### config.mk
export PLATFORM = sky130hd
export DESIGN_NAME = srrc_rx_slicer
export DESIGN_NICKNAME = d
export VERILOG_FILES = /design/src/rtl/srrc_rx_slicer.sv
export SDC_FILE = /design/constraint.sdc
export NUM_CORES = 1
export LEC_CHECK = 0
export CORE_UTILIZATION = 55
export CTS_BUF_LIST = sky130_fd_sc_hd__clkbuf_8
export CTS_CLUSTER_DIAMETER = 50
export CTS_CLUSTER_SIZE = 40
export DETAILED_ROUTE_END_ITERATION = 10
export PLACE_DENSITY = 0.74
export SLEW_MARGIN = 20
export SYNTH_ARGS = -nofsm -noshare
export SYNTH_HDL_FRONTEND = slang
export SYNTH_SLANG_ARGS = --single-unit
### constraint.sdc
create_clock -name clk -period 10.4 [get_ports clk]
set_input_delay 2.08 -clock clk [delete_from_list [all_inputs] [get_ports clk]]
set_output_delay 2.08 -clock clk [all_outputs]
set_load 0.1 [all_outputs]
### src/rtl/srrc_rx_slicer.sv
`timescale 1ns/1ps
`default_nettype none
// ============================================================================
// Module  : srrc_rx_slicer
// Brief   : 4-ASK symbol picker/slicer with adaptive reference and MER error
// Revision: 1.0
// ============================================================================
module srrc_rx_slicer #(
    parameter int                 LOG2_N   = 10,
    parameter logic signed [17:0] REF_INIT = 18'sd65536
) (
    input  logic               clk,
    input  logic               reset,
    input  logic               sam_clk_en,
    input  logic               sym_clk_en,
    input  logic [1:0]         phase,
    input  logic signed [17:0] in,
    output logic               sym_valid,
    output logic [1:0]         sym_out,
    output logic signed [17:0] dec_level,
    output logic signed [17:0] err,
    output logic signed [17:0] ref_level,
    output logic [39:0]        err_sq_acc,
    output logic               acc_valid
);

    localparam int c_ACC_W = 18 + LOG2_N;

    function automatic logic signed [17:0] sat18(input logic signed [18:0] v);
        if (v > 19'sd131071)
            return 18'sd131071;
        else if (v < -19'sd131072)
            return 18'sh20000;
        else
            return v[17:0];
    endfunction

    logic [1:0]               cnt_q, cnt_d;
    logic                     cap_q;
    logic signed [17:0]       x_q;
    logic                     sym_valid_q;
    logic [1:0]               sym_q;
    logic signed [17:0]       dec_q;
    logic signed [17:0]       err_q;
    logic [17:0]              abs_q;
    logic [LOG2_N-1:0]        sym_cnt_q;
    logic [c_ACC_W-1:0]       abs_acc_q;
    logic [39:0]              sq_acc_q;
    logic signed [17:0]       ref_q;
    logic [39:0]              err_sq_q;
    logic                     acc_valid_q;

    logic [1:0]               w_phase_idx;
    logic                     w_capture;
    logic signed [18:0]       w_x19, w_ref19, w_half19, w_big19;
    logic signed [17:0]       w_half;
    logic [1:0]               w_sym;
    logic signed [18:0]       w_dec19;
    logic signed [17:0]       w_dec;
    logic signed [18:0]       w_diff;
    logic [17:0]              w_abs;
    logic signed [35:0]       w_prod;
    logic [39:0]              w_sq_term;
    logic [c_ACC_W-1:0]       w_abs_sum;
    logic [39:0]              w_sq_sum;
    logic [c_ACC_W-1:0]       w_mean;
    logic signed [17:0]       w_ref_new;
    logic                     w_blk_end;

    // Sample 0 of a symbol is the one flagged by sym_clk_en; later ones follow cnt.
    assign w_phase_idx = sym_clk_en ? 2'd0 : cnt_q + 2'd1;
    assign w_capture   = sam_clk_en && (w_phase_idx == phase);

    always_comb begin
        cnt_d = cnt_q;
        if (sym_clk_en)
            cnt_d = 2'd0;
        else if (sam_clk_en)
            cnt_d = cnt_q + 2'd1;
    end

    assign w_half   = ref_q >>> 1;
    assign w_x19    = {x_q[17], x_q};
    assign w_ref19  = {ref_q[17], ref_q};
    assign w_half19 = {w_half[17], w_half};
    assign w_big19  = w_ref19 + w_half19;

    always_comb begin
        w_sym   = 2'b10;
        w_dec19 = w_half19;
        if (w_x19 >= w_ref19) begin
            w_sym   = 2'b11;
            w_dec19 = w_big19;
        end else if (!x_q[17]) begin
            w_sym   = 2'b10;
            w_dec19 = w_half19;
        end else if (w_x19 >= -w_ref19) begin
            w_sym   = 2'b01;
            w_dec19 = -w_half19;
        end else begin
            w_sym   = 2'b00;
            w_dec19 = -w_big19;
        end
    end

    assign w_dec  = sat18(w_dec19);
    assign w_diff = w_x19 - {w_dec[17], w_dec};
    // Two's-complement negate of -131072 yields bit pattern 0x20000 = 131072 unsigned.
    assign w_abs  = x_q[17] ? (~x_q + 18'd1) : x_q;

    assign w_prod    = err_q * err_q;
    assign w_sq_term = 40'(w_prod >>> 17);
    assign w_abs_sum = abs_acc_q + c_ACC_W'(abs_q);
    assign w_sq_sum  = sq_acc_q + w_sq_term;
    assign w_mean    = w_abs_sum >> LOG2_N;
    assign w_ref_new = (|w_mean[c_ACC_W-1:17]) ? 18'sd131071 : w_mean[17:0];
    assign w_blk_end = sym_valid_q && (sym_cnt_q == '1);

    always_ff @(posedge clk) begin
        if (!reset) begin
            cnt_q       <= 2'd0;
            cap_q       <= 1'b0;
            x_q         <= '0;
            sym_valid_q <= 1'b0;
            sym_q       <= 2'b00;
            dec_q       <= '0;
            err_q       <= '0;
            abs_q       <= '0;
            sym_cnt_q   <= '0;
            abs_acc_q   <= '0;
            sq_acc_q    <= '0;
            ref_q       <= REF_INIT;
            err_sq_q    <= '0;
            acc_valid_q <= 1'b0;
        end else begin
            cnt_q       <= cnt_d;
            cap_q       <= w_capture;
            sym_valid_q <= cap_q;
            acc_valid_q <= w_blk_end;
            if (w_capture)
                x_q <= in;
            if (cap_q) begin
                sym_q <= w_sym;
                dec_q <= w_dec;
                err_q <= sat18(w_diff);
                abs_q <= w_abs;
            end
            if (sym_valid_q) begin
                sym_cnt_q <= sym_cnt_q + LOG2_N'(1);
                if (w_blk_end) begin
                    ref_q     <= w_ref_new;
                    err_sq_q  <= w_sq_sum;
                    abs_acc_q <= '0;
                    sq_acc_q  <= '0;
                end else begin
                    abs_acc_q <= w_abs_sum;
                    sq_acc_q  <= w_sq_sum;
                end
            end
        end
    end

    assign sym_valid  = sym_valid_q;
    assign sym_out    = sym_q;
    assign dec_level  = dec_q;
    assign err        = err_q;
    assign ref_level  = ref_q;
    assign err_sq_acc = err_sq_q;
    assign acc_valid  = acc_valid_q;

endmodule
`default_nettype wire

==> results.py <==
metrics = {
    "cts": {
        "cts_tree": "done",
        "clk_transition_reported_paths_ns": 0.11,
        "root_buffer": "clkbuf_8",
        "worstSkewPairLatency_ns": 0.63,
        "htreeDepth": 1,
        "cts-buffers-inserted": 26,
        "cts.path.max_buffers": 3,
        "cts_resized": 0,
        "cts-hold-fix-buffers": 0,
        "post_cts_buffers": 0,
        "cts.sinks": 214,
    },
    "layout": {
        "post-route-util_pct": 61.40,
        "seqCellArea_sq_mm": 0.004302,
        "layout_common_cells": "415 x inv_1, 298 x fa_1, 266 x nand2_1",
        "multi_input_area_sq_mm": 0.01921,
        "fin_nets": 3603,
        "final_cells": 3651,
        "drive_gt1_share_pct": 5.637,
        "insertedDiodeCount": 0,
        "final_common_cell": "inv_1",
        "fillers": 3902,
        "area_growth_syn_to_layout_pct": 9.691,
        "final_area_sq_mm": 0.02798,
    },
    "synthesis": {
        "netlist_area_sq_mm": 0.02551,
        "synthAdderAreaFrac_pct": 36.45,
        "synthMuxAreaShare_pct": 1.545,
        "yosys_warnings": 0,
        "syn_nets": 3543,
        "synthFlopType": "dfxtp_1",
        "synth.avg_cell_area_sq_um": 8.587,
        "synth.distinct_cells": 95,
        "ys_seq_elements": 214,
        "yosys.area_share.simple_pct": 15.82,
        "async_flop_share_pct": 0,
        "synth_top_family_by_area": "adder cells",
        "synth_compound_area_share_pct": 15.90,
        "synth-xor-area-share_pct": 5.390,
        "synth_edf_count": 0,
        "synth-seq-area-share_pct": 16.79,
        "synth_cells": 2971,
    },
    "job": {
        "maxCapViolations": 0,
    },
    "worst_setup_path": {
        "worst_setup_path_start_kind": "flip-flop",
        "path_max_fanout": 17,
        "end_kind": "flip-flop",
        "crit_path_max_incr_delay_ns": 0.60,
        "cp.required_ns": 10.93,
        "crit_slowest_cell": "dfxtp_2",
        "crit_arrival_ns": 10.31,
        "worst-setup-path-type": "flip-flop to flip-flop",
        "critPathMostFrequentCell": "fa_1",
    },
    "sta": {
        "rsz0062_at_grt": "false",
        "finalCriticalPeriod_ns": 9.780,
        "hold_slack_ns": 0.4632,
        "fin_crit_sh_pct": 94.04,
        "timing.fmax_mhz": 102.3,
        "final.setup_skew_ns": 0.06128,
        "setup_tns_ns": 0,
        "slew_headroom_pct": 27.82,
        "worst_slack_ns": 0.6202,
        "finalHoldViolCount": 0,
        "slew_viol_final": 0,
        "setup_viol": 0,
        "worst_pin_slew_ns": 1.079,
    },
    "place": {
        "dpl_cell_area_sq_mm": 0.02726,
        "port_buffers": 120,
        "post-place-ws_ns": 0.1152,
        "gp_congestion": 0.9369,
        "dp.cells": 3603,
        "hpwl_um": 51180,
    },
    "die": {
        "die_area_sq_mm": 0.04725,
        "start_util_pct": 55.98,
        "io_pins": 122,
        "fp.dieH_um": 217.4,
        "die_w_um": 217.4,
        "core_sq_mm": 0.04558,
        "rows": 78,
    },
    "global_route": {
        "antenna_found_initial": 0,
        "grt_overflow_total": 0,
        "grt_max_degree": 92,
        "track_usage_pct": 28.39,
        "grt_pass1_vias": 21510,
        "grt_first_pass_wirelength_um": 109100,
    },
    "power": {
        "power.total_mw": 2.153,
        "p_switching_mw": 0.7658,
        "p_sw_share_pct": 35.56,
        "ir_worst_vdd_uv": 97.73,
        "power.density_mw_per_mm2": 76.95,
        "p_int_mw": 1.388,
        "p_comb_share_pct": 24.4,
        "seqPwrFrac_pct": 39.9,
        "total_leakage_power_nw": 13.59,
        "power_frac_clock_pct": 35.7,
    },
    "drt": {
        "dr.pass1.iters": 5,
        "postRouteAntennaNets": 0,
        "drt-total-wl_um": 65160,
        "drt-initial-drc-count": 1289,
        "post_drt_wl_per_cell_um": 17.85,
        "vias": 21000,
        "via_per_inst": 5.751,
        "drc": 0,
    },
    "outcome": {
        "status": "complete, no violations",
    },
    "hold_path": {
        "hold_class": "flip-flop to flip-flop",
    },
}
cells in the mapped netlist (5+ instances only):
cell / count / area share (%)
o31ai_1: 10 / 0.29
maj3_1: 18 / 0.71
a32o_1: 5 / 0.20
fa_1: 300 / 24
dfxtp_1: 214 / 17
xnor2_1: 99 / 3.4
a21o_1: 40 / 1.2
o21bai_1: 19 / 0.56
nor3_1: 37 / 0.73
a211o_1: 8 / 0.27
or4_1: 5 / 0.15
a211oi_1: 44 / 1.3
clkbuf_1: 111 / 1.6
and3_1: 23 / 0.56
ha_1: 248 / 12
o221a_2: 9 / 0.40
inv_1: 415 / 6.1
o2111ai_1: 7 / 0.24
o21ai_0: 102 / 2.0
or2_2: 9 / 0.22
and2_1: 73 / 1.8
buf_1: 7 / 0.10
a22oi_1: 41 / 1.2
nand2b_1: 39 / 0.96
nor2b_1: 18 / 0.44
a221oi_1: 13 / 0.45
or3_1: 17 / 0.42
o211ai_1: 9 / 0.26
nand2_1: 266 / 3.9
a2111oi_0: 5 / 0.17
a31oi_1: 8 / 0.20
o21a_1: 28 / 0.82
nor2_1: 255 / 3.8
nor3b_1: 5 / 0.15
nor4_1: 11 / 0.27
a21oi_1: 178 / 3.5
nand3_1: 54 / 1.1
xor2_1: 58 / 2.0
a211oi_2: 12 / 0.59
mux2i_1: 36 / 1.4
nand4_1: 19 / 0.47
final cells by class:
cell class	instances	area share, %
Tap cell	600	2.683
Timing Repair Buffer	157	5.267
Inverter	417	5.611
Clock buffer	27	1.328
Multi-Input combinational cell	2215	68.64
Clock inverter	21	1.104
Sequential cell	214	15.37
worst max-delay path, delay by kind of cell (launching register included):
family	cells	cell delay [ns]
adders and majority gates	8	3.83
buffers and inverters	2	0.52
xor gates and xnor gates	1	0.18
AOI/OAI and AO/OA	14	3.13
and+or+nand+nor	8	1.41
DFF	1	0.60
worst paths after layout:
kind / from / end / slack (ns) / cells past startpoint
setup / recovery: err[12] / err_sq_acc[38] / 0.62 / 33
hold reg to reg: err_sq_acc[21] / err_sq_acc[21] / 0.46 / 2
setup reg to reg: err[12] / err_sq_acc[38] / 0.62 / 33
hold / removal: err_sq_acc[21] / err_sq_acc[21] / 0.46 / 2
logic make-up (layout without fill, tap and decap cells):
group	count (synthesis)	in the layout
muxes	39	39
xor gates and xnor gates	157	157
adders and majority gates	567	567
AOI/OAI and AO/OA	596	596
and+or+nand+nor	855	855
other	1	1
buffers and inverters	542	622
DFF	214	214
routing by layer:
metal	track usage, %	up-vias	wire length, um
li1	-	9995	-
met3	2.725	101	3506
met4	6.808	0	1350
met1	38.41	10320	28950
met5	0	-	0
met2	48.78	580	31350
registers in the layout, indices dropped and copies added, names as in the netlist, 2 cells and up:
name / count
sym_out: 2
ref_level: 17
abs_acc_q: 28
sq_acc_q: 40
x_q: 18
dec_level: 18
abs_q: 18
cnt_q: 2
err: 18
err_sq_acc: 40
sym_cnt_q: 10
power by group through the flow:
stage	Clock (mW)	Sequential [mW]	Combinational, mW
2_1_floorplan	0	0.904	0.362
3_3_place_gp	0	0.876	0.509
3_5_place_dp	0	0.877	0.521
4_1_cts	0.788	0.858	0.525
5_1_grt	0.819	0.861	0.582
6_report	0.769	0.859	0.525
(Power assumes the default switching activity.)
